File: config.mk
export PLATFORM = sky130hd
export DESIGN_NAME = avalon_mem_arbiter_flat
export DESIGN_NICKNAME = d
export VERILOG_FILES = /design/src/rtl/avalon_mem_arbiter_if.sv /design/src/rtl/avalon_mem_arbiter.sv /design/src/flat_wrapper.sv
export SDC_FILE = /design/constraint.sdc
export NUM_CORES = 1
export LEC_CHECK = 0
export BUFFER_PORTS_ARGS = -buffer_cell sky130_fd_sc_hd__clkbuf_2
export CAP_MARGIN = 5
export CORE_MARGIN = 2
export CORE_UTILIZATION = 35
export DETAILED_ROUTE_END_ITERATION = 8
export GPL_TIMING_DRIVEN = 1
export PLACE_DENSITY = 0.87
export SYNTH_ARGS = -nofsm -noshare
export SYNTH_HDL_FRONTEND = slang
export SYNTH_SLANG_ARGS = --single-unit
File: constraint.sdc
create_clock -name clock -period 2.9 [get_ports clock]
set_input_delay 0.435 -clock clock [delete_from_list [all_inputs] [get_ports clock]]
set_output_delay 0.435 -clock clock [all_outputs]
set_load 0.1 [all_outputs]
File: src/rtl/avalon_mem_arbiter_if.sv
// Avalon-MM signal bundle shared by the requester ports and the memory port.
// The master modport drives commands; the slave modport accepts them and answers.
interface avalon_mem_arbiter_if #(
    parameter int ADDR_WIDTH = 16,
    parameter int DATA_BYTES = 2
);
    logic [ADDR_WIDTH-1:0]   address;
    logic [DATA_BYTES-1:0]   byteenable;
    logic                    read;
    logic                    write;
    logic [8*DATA_BYTES-1:0] writedata;
    logic [8*DATA_BYTES-1:0] readdata;
    logic                    waitrequest;
    logic                    readdatavalid;

    modport master (
        output address, byteenable, read, write, writedata,
        input  readdata, waitrequest, readdatavalid
    );

    modport slave (
        input  address, byteenable, read, write, writedata,
        output readdata, waitrequest, readdatavalid
    );
endinterface

File: src/rtl/avalon_mem_arbiter.sv
// Two-requester Avalon-MM arbiter: zero-latency forwarding, round-robin on ties,
// grant held across waitrequest, read responses routed back via an in-order ID FIFO.
module avalon_mem_arbiter #(
    parameter int ADDR_WIDTH  = 16,
    parameter int DATA_BYTES  = 2,
    parameter int MAX_PENDING = 4
) (
    input  logic                 clock,
    input  logic                 reset,
    avalon_mem_arbiter_if.slave  avs_a,
    avalon_mem_arbiter_if.slave  avs_b,
    avalon_mem_arbiter_if.master avm,
    output logic                 error
);
    localparam int PTR_W = $clog2(MAX_PENDING);
    localparam int CNT_W = PTR_W + 1;

    typedef enum logic {REQ_A = 1'b0, REQ_B = 1'b1} req_id_e;
    typedef enum logic [1:0] {ST_IDLE, ST_HOLD_A, ST_HOLD_B} state_e;

    state_e                     state_q, state_d;
    req_id_e                    last_q, last_d;
    logic [PTR_W-1:0]           rd_ptr_q, rd_ptr_d;
    logic [PTR_W-1:0]           wr_ptr_q, wr_ptr_d;
    logic [CNT_W-1:0]           count_q, count_d;
    logic                       error_q, error_d;
    req_id_e                    fifo_q [MAX_PENDING];

    logic                       fifo_full, fifo_empty;
    logic                       req_a, req_b, elig_a, elig_b;
    logic                       grant_valid;
    req_id_e                    grant_id;
    logic                       sel_read, sel_write;
    logic                       accept, push, pop;
    req_id_e                    head;

    // NOTE: every signal gets a default first so no path leaves it unassigned (no latches).
    always_comb begin
        fifo_full   = (count_q == CNT_W'(MAX_PENDING));
        fifo_empty  = (count_q == '0);
        req_a       = avs_a.read | avs_a.write;
        req_b       = avs_b.read | avs_b.write;
        elig_a      = req_a & (~avs_a.read | ~fifo_full);
        elig_b      = req_b & (~avs_b.read | ~fifo_full);
        grant_valid = 1'b0;
        grant_id    = REQ_A;

        if (!reset) begin
            case (state_q)
                ST_HOLD_A: begin
                    grant_valid = 1'b1;
                    grant_id    = REQ_A;
                end
                ST_HOLD_B: begin
                    grant_valid = 1'b1;
                    grant_id    = REQ_B;
                end
                default: begin
                    if (elig_a && elig_b) begin
                        grant_valid = 1'b1;
                        grant_id    = (last_q == REQ_A) ? REQ_B : REQ_A;
                    end else if (elig_a) begin
                        grant_valid = 1'b1;
                        grant_id    = REQ_A;
                    end else if (elig_b) begin
                        grant_valid = 1'b1;
                        grant_id    = REQ_B;
                    end
                end
            endcase
        end
    end

    always_comb begin
        sel_read           = (grant_id == REQ_B) ? avs_b.read : avs_a.read;
        sel_write          = (grant_id == REQ_B) ? avs_b.write : avs_a.write;
        avm.address        = (grant_id == REQ_B) ? avs_b.address : avs_a.address;
        avm.byteenable     = (grant_id == REQ_B) ? avs_b.byteenable : avs_a.byteenable;
        avm.writedata      = (grant_id == REQ_B) ? avs_b.writedata : avs_a.writedata;
        // A read+write collision forwards only the read.
        avm.read           = grant_valid & sel_read;
        avm.write          = grant_valid & sel_write & ~sel_read;

        avs_a.waitrequest  = ~(grant_valid & (grant_id == REQ_A)) | avm.waitrequest;
        avs_b.waitrequest  = ~(grant_valid & (grant_id == REQ_B)) | avm.waitrequest;

        accept             = grant_valid & ~avm.waitrequest;
        push               = accept & sel_read;
        pop                = avm.readdatavalid & ~fifo_empty;
        head               = fifo_q[rd_ptr_q];

        avs_a.readdata      = avm.readdata;
        avs_b.readdata      = avm.readdata;
        avs_a.readdatavalid = ~reset & pop & (head == REQ_A);
        avs_b.readdatavalid = ~reset & pop & (head == REQ_B);
        error               = error_q;
    end

    always_comb begin
        state_d = state_q;
        last_d  = last_q;
        if (grant_valid) begin
            if (avm.waitrequest) begin
                state_d = (grant_id == REQ_A) ? ST_HOLD_A : ST_HOLD_B;
            end else begin
                state_d = ST_IDLE;
                last_d  = grant_id;
            end
        end

        wr_ptr_d = wr_ptr_q + PTR_W'(push);
        rd_ptr_d = rd_ptr_q + PTR_W'(pop);
        count_d  = count_q + CNT_W'(push) - CNT_W'(pop);
        error_d  = error_q
                 | (avs_a.read & avs_a.write)
                 | (avs_b.read & avs_b.write)
                 | (avm.readdatavalid & fifo_empty);
    end

    // NOTE: sequential state uses non-blocking assignments so all flops update together.
    always_ff @(posedge clock) begin
        if (reset) begin
            state_q  <= ST_IDLE;
            last_q   <= REQ_B;
            rd_ptr_q <= '0;
            wr_ptr_q <= '0;
            count_q  <= '0;
            error_q  <= 1'b0;
        end else begin
            state_q  <= state_d;
            last_q   <= last_d;
            rd_ptr_q <= rd_ptr_d;
            wr_ptr_q <= wr_ptr_d;
            count_q  <= count_d;
            error_q  <= error_d;
        end
    end

    // NOTE: ID storage is not reset; entries are only read while count_q says they are valid.
    always_ff @(posedge clock) begin
        if (push) begin
            fifo_q[wr_ptr_q] <= grant_id;
        end
    end
endmodule
File: src/flat_wrapper.sv
// flat-port wrapper written by rule: the top's interface ports become plain ports
module avalon_mem_arbiter_flat 
#(
    parameter int ADDR_WIDTH  = 16,
    parameter int DATA_BYTES  = 2,
    parameter int MAX_PENDING = 4
)
  (clock, reset, error, avs_a_address, avs_a_byteenable, avs_a_read, avs_a_write, avs_a_writedata, avs_a_readdata, avs_a_waitrequest, avs_a_readdatavalid, avs_b_address, avs_b_byteenable, avs_b_read, avs_b_write, avs_b_writedata, avs_b_readdata, avs_b_waitrequest, avs_b_readdatavalid, avm_address, avm_byteenable, avm_read, avm_write, avm_writedata, avm_readdata, avm_waitrequest, avm_readdatavalid);
  avalon_mem_arbiter_if #(.ADDR_WIDTH(ADDR_WIDTH), .DATA_BYTES(DATA_BYTES)) avs_a_i ();
  avalon_mem_arbiter_if #(.ADDR_WIDTH(ADDR_WIDTH), .DATA_BYTES(DATA_BYTES)) avs_b_i ();
  avalon_mem_arbiter_if #(.ADDR_WIDTH(ADDR_WIDTH), .DATA_BYTES(DATA_BYTES)) avm_i ();
  input  logic clock;
  input  logic reset;
  output logic error;
  input wire logic [$bits(avs_a_i.address)-1:0] avs_a_address;
  input wire logic [$bits(avs_a_i.byteenable)-1:0] avs_a_byteenable;
  input wire logic [$bits(avs_a_i.read)-1:0] avs_a_read;
  input wire logic [$bits(avs_a_i.write)-1:0] avs_a_write;
  input wire logic [$bits(avs_a_i.writedata)-1:0] avs_a_writedata;
  output wire logic [$bits(avs_a_i.readdata)-1:0] avs_a_readdata;
  output wire logic [$bits(avs_a_i.waitrequest)-1:0] avs_a_waitrequest;
  output wire logic [$bits(avs_a_i.readdatavalid)-1:0] avs_a_readdatavalid;
  input wire logic [$bits(avs_b_i.address)-1:0] avs_b_address;
  input wire logic [$bits(avs_b_i.byteenable)-1:0] avs_b_byteenable;
  input wire logic [$bits(avs_b_i.read)-1:0] avs_b_read;
  input wire logic [$bits(avs_b_i.write)-1:0] avs_b_write;
  input wire logic [$bits(avs_b_i.writedata)-1:0] avs_b_writedata;
  output wire logic [$bits(avs_b_i.readdata)-1:0] avs_b_readdata;
  output wire logic [$bits(avs_b_i.waitrequest)-1:0] avs_b_waitrequest;
  output wire logic [$bits(avs_b_i.readdatavalid)-1:0] avs_b_readdatavalid;
  output wire logic [$bits(avm_i.address)-1:0] avm_address;
  output wire logic [$bits(avm_i.byteenable)-1:0] avm_byteenable;
  output wire logic [$bits(avm_i.read)-1:0] avm_read;
  output wire logic [$bits(avm_i.write)-1:0] avm_write;
  output wire logic [$bits(avm_i.writedata)-1:0] avm_writedata;
  input wire logic [$bits(avm_i.readdata)-1:0] avm_readdata;
  input wire logic [$bits(avm_i.waitrequest)-1:0] avm_waitrequest;
  input wire logic [$bits(avm_i.readdatavalid)-1:0] avm_readdatavalid;
  assign avs_a_i.address = avs_a_address;
  assign avs_a_i.byteenable = avs_a_byteenable;
  assign avs_a_i.read = avs_a_read;
  assign avs_a_i.write = avs_a_write;
  assign avs_a_i.writedata = avs_a_writedata;
  assign avs_a_readdata = avs_a_i.readdata;
  assign avs_a_waitrequest = avs_a_i.waitrequest;
  assign avs_a_readdatavalid = avs_a_i.readdatavalid;
  assign avs_b_i.address = avs_b_address;
  assign avs_b_i.byteenable = avs_b_byteenable;
  assign avs_b_i.read = avs_b_read;
  assign avs_b_i.write = avs_b_write;
  assign avs_b_i.writedata = avs_b_writedata;
  assign avs_b_readdata = avs_b_i.readdata;
  assign avs_b_waitrequest = avs_b_i.waitrequest;
  assign avs_b_readdatavalid = avs_b_i.readdatavalid;
  assign avm_address = avm_i.address;
  assign avm_byteenable = avm_i.byteenable;
  assign avm_read = avm_i.read;
  assign avm_write = avm_i.write;
  assign avm_writedata = avm_i.writedata;
  assign avm_i.readdata = avm_readdata;
  assign avm_i.waitrequest = avm_waitrequest;
  assign avm_i.readdatavalid = avm_readdatavalid;
  avalon_mem_arbiter #(.ADDR_WIDTH(ADDR_WIDTH), .DATA_BYTES(DATA_BYTES), .MAX_PENDING(MAX_PENDING)) u_core (.clock(clock), .reset(reset), .avs_a(avs_a_i), .avs_b(avs_b_i), .avm(avm_i), .error(error));
endmodule
Word level (Yosys, flattened, before mapping)
Memory sizes are Yosys's and may differ from the RTL's. A register that Yosys moved wholly into a read port is not among the register bits.
Cells that the tools add are included.
{"block": "word_totals", "ff_bits": 11, "ramBits": 4, "in_bits": 92, "out_inout_bits": 73, "mem_count": 1}
{"memory": "u_core.fifo_q", "depth": 4, "width": 1, "read_ports": 1, "rd_ports_with_merged_regs": 1, "wr": 1, "line": "avalon_mem_arbiter.sv:27", "source": "req_id_e fifo_q [MAX_PENDING];"}
{"block": "op_classes", "addsub": 4, "n_eq_ne": 3, "n_mux": 20, "n_bitwise": 36, "n_reduce_logical": 4}
{"operator": "$mux W16", "count": 2}
{"operator": "$and A1 B1 Y1", "count": 16}
{"operator": "$mux W1", "count": 13}
{"operator": "$not A1 Y1", "count": 11}
{"operator": "$or A1 B1 Y1", "count": 9}
{"operator": "$mux W2", "count": 4}
{"operator": "$add A2 B1 Y2", "count": 2}
{"operator": "$add A3 B1 Y3", "count": 1}
{"operator": "$eq A3 B3 Y1 const B", "count": 1}
{"operator": "$logic_not A3 Y1", "count": 1}
{"operator": "$sub A3 B1 Y3", "count": 1}
{"operator": "$eq A2 B1 Y1 const B", "count": 1}
{"operator": "$eq A2 B2 Y1 const B", "count": 1}
{"operator": "$pmux W1 S2", "count": 1}
{"operator": "$reduce_and A2 Y1", "count": 1}
{"operator": "$reduce_or A2 Y1", "count": 1}
{"operator": "$logic_and A1 B1 Y1", "count": 1}

Depth between registers and ports, before layout
Gate-level depths: netlist of the first run.
{"block": "logic_depth", "depth_word": 13, "mapped_depth": 10, "mapped_depth_nobuf": 10}

Least setup slack after synthesis of the first run
OpenSTA, ideal clock, no wires.
{"block": "synth_timing", "kind": "register to output", "startpoint": "reg u_core.state_q[0]", "endpoint": "out avm_write", "arrival_time_ps": 3553, "t_required_ps": 2465, "setup_slack_ps": -1088, "stages_incl_launch_ff": 9, "n_path_buf": 2, "cell_sequence": "dfxtp_1 inv_1 ha_1 o211ai_1 o221a_4 nand2_1 buf_6 buf_6 o21ai_0"}
{"block": "synth_between", "elab_chain_len": 6}
{"element": "start: declaration", "line": "avalon_mem_arbiter.sv:21", "source": "state_e state_q, state_d;"}
{"element": "start signal: assignment", "line": "avalon_mem_arbiter.sv:130", "source": "state_q <= state_d;"}
{"element": "$eq A2 B2 Y1 / $eq A2 B1 Y1 (equally long branches)", "line": "avalon_mem_arbiter.sv:49", "source": "case (state_q)"}
{"element": "$pmux W1 S2 / $reduce_or A2 Y1 (equally long branches)"}
{"element": "$mux W1, on equally long branches", "line": "avalon_mem_arbiter.sv:48, avalon_mem_arbiter.sv:49"}
{"element": "$mux W1, on equally long branches", "line": "avalon_mem_arbiter.sv:76, avalon_mem_arbiter.sv:75, avalon_mem_arbiter.sv:48"}
{"element": "$and A1 B1 Y1 / $not A1 Y1 (equally long branches)", "line": "avalon_mem_arbiter.sv:82", "source": "avm.write = grant_valid & sel_write & ~sel_read;"}
{"element": "$and A1 B1 Y1 *", "line": "avalon_mem_arbiter.sv:82"}
{"element": "end: declaration", "line": "flat_wrapper.sv:34", "source": "output wire logic [$bits(avm_i.write)-1:0] avm_write;"}
Mark *: on every way between the ends. The rest lies on a longest branch, timed or not.

Final worst setup path of the first run
{"block": "layout_timing", "startpoint": "reg u_core.state_q[0]", "endpoint": "out avm_address[6]"}
{"block": "layout_between", "elab_chain_len": 4}
{"element": "$eq A2 B2 Y1 / $eq A2 B1 Y1 (equally long branches)", "line": "avalon_mem_arbiter.sv:49"}
{"element": "$pmux W1 S2 *", "line": "avalon_mem_arbiter.sv:49"}
{"element": "$mux W1 *", "line": "avalon_mem_arbiter.sv:48", "source": "if (!reset) begin"}
{"element": "$mux W16 *", "line": "avalon_mem_arbiter.sv:77", "source": "avm.address = (grant_id == REQ_B) ? avs_b.address : avs_a.address;"}
{"element": "end: declaration", "line": "flat_wrapper.sv:31", "source": "output wire logic [$bits(avm_i.address)-1:0] avm_address;"}
Marks and branches as above.

==> run_results.csv, run 1 <==
group,metric,value,unit
run_status,status,"completed",
critical_path,crit_type,"flop to output port",
grt,grt_max_degree,21,
grt,antenna_found_initial,0,
grt,grt_overflow,0,
timing,setup_violations,0,
critical_path,r2r_slack,0.27,ns
die,start_util,35.77,%
detailed_routing,ant_nets,0,
critical_path,rr_endpoint,"u_core.count_q[2]",
critical_path,start_kind,"flop",
finish,syn2layout_area_growth,66.20,%
clock_tree,clkTransAtPathRegs,0.06,ns
detailed_routing,vias_per_cell,4.908,
power,ir_drop,453.4,uV
clock_tree,clock_tree.buffer_depth,2,
clock_tree,cts.sinks,15,
clock_tree,clk_latency,0.25,ns
finish,antenna_cells,0,
die,io_pins,165,
finish,fillCellCount,340,
critical_path,rr_startpoint,"u_core.state_q[0]",
power,p_leak,1.217,nW
grt,first_global_vias,1577,
die,rows,24,
synth,synth_flop_cell,"dfxtp_1",
synth,synth_area_per_cell,9.777,um2
job,drv_cap,0,
timing,hold_viol,0,
hold_path,hold_depth,3,
clock_tree,htreeDepth,1,
hold_path,worstHoldStart,"avm_readdatavalid",
critical_path,cp-end-kind,"output port",
timing,fin_crit,2.812,ns
timing,setup_slack,0.08800,ns
placement,dp_hpwl,3911,um
timing,slew_viol_final,0,
timing,fmax,355.6,MHz
synth,synth_sequential_area_ratio,22.31,%
finish,nets,341,
die,die_h,70.02,um
synth,yosysWarnings,0,
clock_tree,root_buffer,"clkbuf_8",
timing,slew_headroom,63.38,%
placement,dp_slack,0.3230,ns
detailed_routing,drt_wl_total,4473,um
detailed_routing,drcViolationCount,0,
critical_path,worstRegToRegCells,10,
synth,synthDistinctLibCells,37,
finish,final_common_cell,"clkbuf_2",
grt,track_usage,18.35,%
power,power,0.001946,W
clock_tree,cts_tree,"yes",
grt,grt_pass1_wl,7169,um
synth,ys_ff_latch,15,
timing,worst_pin_slew,0.5516,ns
hold_path,whs_endpoint,"u_core.error",
synth,synth_cells,156,
critical_path,worstPathArrival,2.38,ns
detailed_routing,drtIter0Drc,22,
synth,syn-num-nets,254,
timing,fin_crit_sh,96.97,%
placement,gp_congestion,0.8320,
finish,final_cell_mix,"clkbuf_2, buf_12, mux2_2",
critical_path,cp.required,2.47,ns
critical_path,worst-path-max-fanout,19,
clock_tree,cts_made_buffers,3,
detailed_routing,firstDrtPassIters,4,
die,die_x,70.02,um
detailed_routing,wl_per_cell,15.21,um
placement,io_buffers,116,
finish,drive_gt1_share,67.77,%
hold_path,hp-class,"input port to flop",
synth,synth_edf_count,4,
detailed_routing,vias,1443,
power,power_density,767.6,mW/mm2
synth,ys_async_sr_fraction,0,%
die,die_area,0.004902,mm2
timing,finClkSkew,0.004146,ns
synth,synth_area,0.001525,mm2
die,coreArea,0.004264,mm2
## cell families after synthesis
| kind of cell | count (synthesis) | share of synthesized area (%) |
|---|---|---|
| adder cells (fa/ha/maj) | 6 | 5.414 |
| XOR/XNOR | 4 | 2.297 |
| buffers and inverters | 47 | 20.59 |
| multiplexers | 36 | 28.47 |
| flip-flops | 15 | 22.31 |
| AND/OR/NAND/NOR | 28 | 10.42 |
| AO/OA/AOI/OAI | 20 | 10.50 |
## metrics by stage
stage	setup TNS, ns	hold WS (ns)	instances	util (%)	cell area, um2
finish	0	0.4269	294	59.45	2535
global route	-0.004992	0.4450	294	59.45	2535
CTS	0	0.4240	294	59.27	2527
detailed placement	0	0.5009	290	58.13	2479
global placement	0	0.5002	290	58.13	2479
floorplan	-0.3273	0.4824	156	-	1534
## worst max-delay path by stage
stage	from	endpoint	slack [ns]	cells after the start
after floorplan	u_core.state_q[0]	avm_write	-0.33	8
after global placement	u_core.state_q[0]	avm_writedata[11]	0.39	8
after detailed placement	u_core.state_q[0]	avm_address[6]	0.32	8
after CTS	u_core.state_q[0]	avm_address[6]	0.02	8
after global routing	u_core.state_q[0]	avm_address[6]	-0.004	8
final	u_core.state_q[0]	avm_address[6]	0.09	8
## power by group
part | total, W | switching, W | internal, W | leakage [nW]
combinational | 0.00148 | 0.000918 | 0.000563 | 1.07
sequential | 0.000289 | 0.0000331 | 0.000256 | 0.127
clock | 0.000175 | 0.0000784 | 0.0000967 | 0.0217
total | 0.00195 | 0.00103 | 0.000916 | 1.22
## state kept, by name, summed over array words and instances, names as in the netlist
register         flops
u_core.state_q       2
u_core.error         1
u_core.wr_ptr_q      2
u_core.last_q        1
u_core.rd_ptr_q      2
u_core.fifo_q        4
u_core.count_q       3
## routing by layer
metal | global-route usage (%) | part of all wire [%]
met5 | 0 | 0
met4 | 4.915 | 1.8
met2 | 33.54 | 53
met3 | 7.504 | 10
met1 | 19.33 | 35
## worst max-delay path, stage by stage, from the launching register on
cell	delay, ns
dfxtp_1	0.31
inv_1	0.05
ha_1	0.40
o211ai_1	0.17
o221a_4	0.26
nand2_1	0.16
buf_8	0.20
mux2_2	0.39
buf_12	0.18
## synth_stat cells, types with 2 or more instances
master     number  share of area (%)
a2111oi_0       2                1.1
a2111oi_1       2                1.3
a21oi_1         4                1.3
buf_2           2               0.66
buf_4          32                 16
buf_6           2                1.5
dfxtp_1        11                 14
edfxtp_1        4                7.9
ha_1            5                4.1
inv_1          10                2.5
mux2_2         29                 21
mux2_4          5                4.9
nand2_1         3               0.74
nand2b_1        2               0.82
nand3_1         4                1.3
nor2_1          7                1.7
nor2b_1         4                1.6
nor3_1          3               0.98
o211ai_1        2               0.98
o21ai_0         2               0.66
o221ai_1        2                1.1
xnor2_1         4                2.3
## cell type report
class | count | area (um2) | share of cell area (%)
timing repair buffer | 119 | 1164 | 45.90
clock buffer | 3 | 41.29 | 1.629
clock inverter | 1 | 7.507 | 0.2962
inverter | 10 | 37.54 | 1.481
multi-input combinational | 94 | 879.6 | 34.70
tap | 52 | 65.06 | 2.567
sequential | 15 | 340.3 | 13.43
## what timing repair did
action | CTS | global route
buffers inserted | 0 | 0
gates resized for setup | 0 | 2
hold buffers | 0 | 0
setup endpoints to repair | 0 | 19
Power figures use the tool's default switching activity.
==> inputs of run 2 (changes only) <==
ABC_AREA = 1   (was default)
CORE_UTILIZATION = 36   (was 35)
PLACE_DENSITY = 0.88   (was 0.87)
==> run 2 against run 1 <==
Compared with the run above:
- critical path depth unchanged
- wire length down 2.6%
- cell count increased by 34%
- largest cell class unchanged
- largest power group unchanged
==> run_results.csv, run 2 <==
group,metric,value,unit
synth,synthDistinctLibCells,26,
synth,synthTopCellsByArea,"nand2_1, buf_4, dfxtp_1, edfxtp_1, inv_1",
grt,first_global_vias,1652,
grt,grt_pass1_wl,6962,um
timing,setup_slack,0.2131,ns
hold_path,hp-class,"flop to flop",
grt,antenna_found_initial,0,
synth,syn-num-nets,358,
clock_tree,clock_tree.buffer_depth,2,
synth,synth-compound-area-share,5.156,%
clock_tree,clk_latency,0.25,ns
synth,synth_area,0.001602,mm2
synth,synthTopCellsByCount,"nand2_1, buf_4, inv_1, nor2_1, dfxtp_1",
grt,track_usage,16.85,%
synth,synth_xor_area_share,1.641,%
detailed_routing,drtIter0Drc,102,
grt,grt_max_degree,41,
detailed_routing,vias,1795,
clock_tree,root_buffer,"clkbuf_8",
detailed_routing,drt_wl_total,4357,um
timing,grt_setup_unrepaired,"false",
synth,yosysWarnings,0,
synth,synth_top_area_share,30.47,%
detailed_routing,ant_nets,0,
critical_path,cp.required,2.47,ns
critical_path,start_kind,"flop",
finish,antenna_cells,0,
timing,setup_violations,0,
timing,slew_headroom,63.68,%
placement,dp_hpwl,3674,um
finish,regMostFlops,"u_core.fifo_q",
finish,drive_gt1_share,38.12,%
synth,synth_sequential_area_ratio,21.25,%
job,drv_cap,0,
grt,grt_overflow,0,
finish,final_cell_mix,"nand2_1, clkbuf_2, buf_12",
synth,ys_async_sr_fraction,0,%
clock_tree,ctsResizeCount,0,
clock_tree,htreeDepth,1,
critical_path,crit_type,"flop to output port",
die,rows,24,
synth,synth_top_area_cell,"nand2_1",
finish,final_common_cell,"nand2_1",
detailed_routing,wl_per_cell,11.09,um
timing,fin_crit_sh,92.65,%
power,ir_drop,402.5,uV
placement,dp_slack,0.4297,ns
timing,final.setup.tns,0,ns
die,die_x,70.70,um
timing,slew_viol_final,0,
synth,ys_ff_latch,15,
power,p_leak,1.409,nW
synth,synth_simple_gate_area_share,40.86,%
timing,fmax,372.2,MHz
critical_path,cp-end-kind,"output port",
synth,synth_fa_ha_area_share,5.156,%
critical_path,worst-path-max-fanout,40,
clock_tree,ctsHoldBuffers,0,
finish,reg_top3,"u_core.fifo_q (4), u_core.count_q (3)",
synth,post-synth-top-count-cell,"nand2_1",
synth,synth_area_per_cell,6.160,um2
clock_tree,cts_tree,"yes",
die,start_util,37.04,%
power,power_density,815.2,mW/mm2
die,die_h,70.70,um
detailed_routing,vias_per_cell,4.567,
timing,hold_viol,0,
clock_tree,post-cts-setup-buffer-count,0,
detailed_routing,firstDrtPassIters,4,
clock_tree,clkTransAtPathRegs,0.06,ns
die,io_pins,165,
finish,largest_reg_flops,4,
synth,synth_top_family_by_area,"simple AND/OR/NAND/NOR gates",
synth,synthMuxAreaShare,0,%
placement,io_buffers,116,
synth,synth_flop_cell,"dfxtp_1",
critical_path,worstPathArrival,2.25,ns
die,coreArea,0.004324,mm2
timing,fin_crit,2.687,ns
finish,syn2layout_area_growth,55.31,%
run_status,status,"completed",
finish,nets,440,
detailed_routing,drcViolationCount,0,
clock_tree,cts_made_buffers,3,
synth,synth_cells,260,
timing,worst_pin_slew,0.5471,ns
timing,finClkSkew,0.002857,ns
die,die_area,0.004998,mm2
placement,gp_congestion,0.8911,
clock_tree,cts.sinks,15,
synth,synth_edf_count,4,
run 2: cell count changes in the layout (fill, tap and decap cells not counted), sizes merged, moves of 3 or more:
cell and delta:
nand2 +130, mux2 -34, inv +12, nor2 +12, a2111oi -4, nor2b -3
nor3 -3
run 2: power breakdown:
part | switching (W) | internal (W)
clock network | 0.0000733 | 0.0000975
registers | 0.0000291 | 0.000251
logic | 0.00107 | 0.000503
run 2: layer usage:
layer  share of wire, %  wire length [um]  up-vias  GRT usage, %
met5                  0                 0        -             0
met4                1.3                57        0         6.709
met3                8.7               380        7         3.846
met2                 51              2222      100         30.32
met1                 39              1696      772         19.18
li1                   -                 -      916             -
run 2: final cells by class:
type                            instances  area, um2
Inverter                               22      85.08
Clock buffer                            4      45.04
Sequential cell                        15      340.3
Multi-Input combinational cell        183      848.3
Timing Repair Buffer                  117       1104
Tap cell                               52      65.06
Fill cell                             369       1837
run 2: worst max-delay path: stages, from the launching register on:
cell      delay [ns]
dfxtp_1         0.33
inv_1           0.05
ha_1            0.32
nor2_1          0.06
nor2_1          0.25
nand3_4         0.16
inv_4           0.30
nand2_1         0.12
clkbuf_2        0.39
run 2: final timing paths:
check,startpoint,end,slack (ns),depth (start not counted)
worst max-delay path,u_core.state_q[0],avs_b_waitrequest,0.21,8
worst min-delay path,u_core.last_q,u_core.last_q,0.46,2
worst max register to register,u_core.state_q[0],u_core.count_q[2],0.41,13
worst min register to register,u_core.last_q,u_core.last_q,0.46,2
run 2: kinds of logic (layout without fill, tap and decap cells):
group / after synthesis / after routing
AO/OA/AOI/OAI: 12 / 12
XOR/XNOR: 3 / 3
adder cells (fa/ha/maj): 6 / 6
buffers and inverters: 62 / 143
flip-flops: 15 / 15
AND/OR/NAND/NOR: 162 / 162
run 2: stage by stage:
stage | cells | instance area [um2] | util, % | total power [W] | hold slack, ns
detailed placement | 389 | 2442 | 56.48 | 0.001869 | 0.4574
global placement | 389 | 2442 | 56.48 | 0.001840 | 0.4548
CTS | 393 | 2487 | 57.52 | 0.002039 | 0.4657
global route | 393 | 2487 | 57.52 | 0.002124 | 0.4889
floorplan | 260 | 1604 | - | 0.001566 | 0.4392
finish | 393 | 2487 | 57.52 | 0.002028 | 0.4614
==> inputs of run 3 (changes only) <==
CORE_UTILIZATION = 39   (was 36)
PLACE_DENSITY = 0.94   (was 0.88)
SETUP_SLACK_MARGIN = 0.15   (was default)
clock period = 3.1 ns   (was 2.9 ns; I/O delays follow)
==> run 3 against run 2 <==
Compared with the run above:
- global-route usage rose by 2.8 points
- non-clock buffer count is the same
- die area decreased by 7.3%
- via count fell by 2.9%
- register-to-register slack gained 0.05 ns
- power down 6.4%
- setup slack improved by 0.091 ns
- critical path type unchanged
- largest power group unchanged
==> run_results.csv, run 3 (same netlist as run 2, synthesis figures left out) <==
group,metric,value,unit
detailed_routing,drtIter0Drc,88,
critical_path,start_kind,"flop",
timing,worst_pin_slew,0.5515,ns
timing,slew_headroom,63.39,%
timing,hold_viol,0,
finish,final_area,0.002482,mm2
detailed_routing,drcViolationCount,0,
clock_tree,root_buffer,"clkbuf_8",
grt,track_usage,19.66,%
timing,slew_viol_final,0,
critical_path,critPathTopFamily,"simple AND/OR/NAND/NOR gates",
finish,final_cell_mix,"nand2_1, clkbuf_2, buf_12",
clock_tree,clock_tree.buffer_depth,2,
placement,post_dp_cell_area,0.002435,mm2
clock_tree,htreeDepth,1,
critical_path,crit_type,"flop to output port",
power,p_clk_share,8.8,%
power,switching_share,58.20,%
critical_path,cpMaxStageDelayCell,"clkbuf_2",
die,die_x,68.08,um
critical_path,cpPeakStageDelay,0.47,ns
finish,final_common_cell,"nand2_1",
timing,fin_crit,2.796,ns
finish,multi_input_area,848.3,um2
power,power_density,764.9,mW/mm2
power,ir_drop,421.0,uV
finish,antenna_cells,0,
critical_path,worstPathArrival,2.33,ns
die,die_h,68.08,um
critical_path,worst-path-max-fanout,17,
hold_path,hp-class,"flop to flop",
grt,antenna_found_initial,0,
finish,fillCellCount,329,
clock_tree,cts_tree,"yes",
timing,grt_setup_unrepaired,"true",
power,p_leak,1.406,nW
clock_tree,cts.sinks,15,
detailed_routing,firstDrtPassIters,4,
critical_path,path_cells,"inv_1, ha_1, nor2_1, nor2_1, nand3_4, nand2_1, nand2_1, nor2_2, clkbuf_2",
placement,dp_hpwl,3598,um
finish,syn2layout_area_growth,55.00,%
run_status,status,"completed",
finish,drive_gt1_share,38.12,%
die,io_pins,165,
detailed_routing,vias,1743,
clock_tree,clkTransAtPathRegs,0.06,ns
critical_path,cp-end-kind,"output port",
clock_tree,post-cts-setup-buffer-count,0,
die,die_area,0.004635,mm2
grt,grt_pass1_wl,6906,um
placement,io_buffers,116,
finish,register_area,340.3,um2
die,rows,23,
timing,final.setup.tns,0,ns
clock_tree,ctsHoldBuffers,0,
critical_path,critPathBufInv,2,
grt,grt_max_degree,41,
timing,setup_violations,0,
power,intPower,0.0007936,W
grt,grt_overflow,0,
finish,largest_reg_flops,4,
job,drv_cap,0,
timing,finClkSkew,0.002495,ns
timing,fmax,357.7,MHz
power,power_frac_seq,13.7,%
finish,reg_top3,"u_core.fifo_q (4), u_core.count_q (3)",
detailed_routing,vias_per_cell,4.458,
detailed_routing,ant_nets,0,
die,coreArea,0.003971,mm2
clock_tree,clk_latency,0.26,ns
die,start_util,40.33,%
grt,first_global_vias,1632,
finish,regMostFlops,"u_core.fifo_q",
finish,nets,440,
detailed_routing,wl_per_cell,10.99,um
power,p_switching,0.001105,W
detailed_routing,drt_wl_total,4299,um
clock_tree,cts_made_buffers,3,
timing,hold_slack,0.4714,ns
timing,fin_crit_sh,90.19,%
critical_path,cp.required,2.63,ns
placement,gp_congestion,0.8210,
power,pwr-share-comb,77.5,%
-- run 3: worst paths after layout --
| path | startpoint | endpoint | slack (ns) | cells after the start |
|---|---|---|---|---|
| worst min register to register | u_core.state_q[0] | u_core.state_q[0] | 0.47 | 2 |
| worst max-delay path | u_core.state_q[0] | avm_write | 0.30 | 9 |
| worst min-delay path | u_core.state_q[0] | u_core.state_q[0] | 0.47 | 2 |
| worst max register to register | u_core.state_q[0] | u_core.count_q[2] | 0.46 | 13 |
-- run 3: cell type report --
class / instances / area share, %
Sequential cell: 15 / 13.71
Timing Repair Buffer: 117 / 44.25
Tap cell: 50 / 2.520
Clock buffer: 4 / 1.815
Multi-Input combinational cell: 183 / 34.17
Inverter: 22 / 3.528
-- run 3: power by group through the flow --
stage                     Combinational [W]  Clock, W  Sequential (W)
after CTS                           0.00148  0.000169        0.000261
after global routing                0.00156  0.000175        0.000266
after global placement              0.00145         0        0.000264
final                               0.00147  0.000166        0.000261
after detailed placement            0.00148         0        0.000265
after floorplan                     0.00119         0        0.000276
-- run 3: worst min-delay path: cells and delay by family, from the launching register on --
family | cells | cell delay, ns
flops | 1 | 0.31
simple gates | 1 | 0.06
compound gates | 1 | 0.06
-- run 3: timing repair --
item                       4_1_cts  5_1_grt
hold endpoints to repair         0        0
resized for setup                0        2
setup endpoints to repair        0        1
-- run 3: routing by layer --
metal	routed length (um)	GRT usage [%]	up-vias
met5	0	0	-
li1	-	-	915
met2	2303	32.77	87
met3	339	4.276	10
met1	1535	22.83	731
met4	120	12.00	0
-- run 3: through the flow --
stage	worst slack [ns]	power (W)	utilization, %	instances
after floorplan	0.1715	0.001465	-	260
after global placement	0.5961	0.001717	61.31	387
after detailed placement	0.4875	0.001744	61.31	387
after CTS	0.2389	0.001913	62.44	391
after global routing	0.1401	0.002002	62.51	391
final	0.3042	0.001899	62.51	391
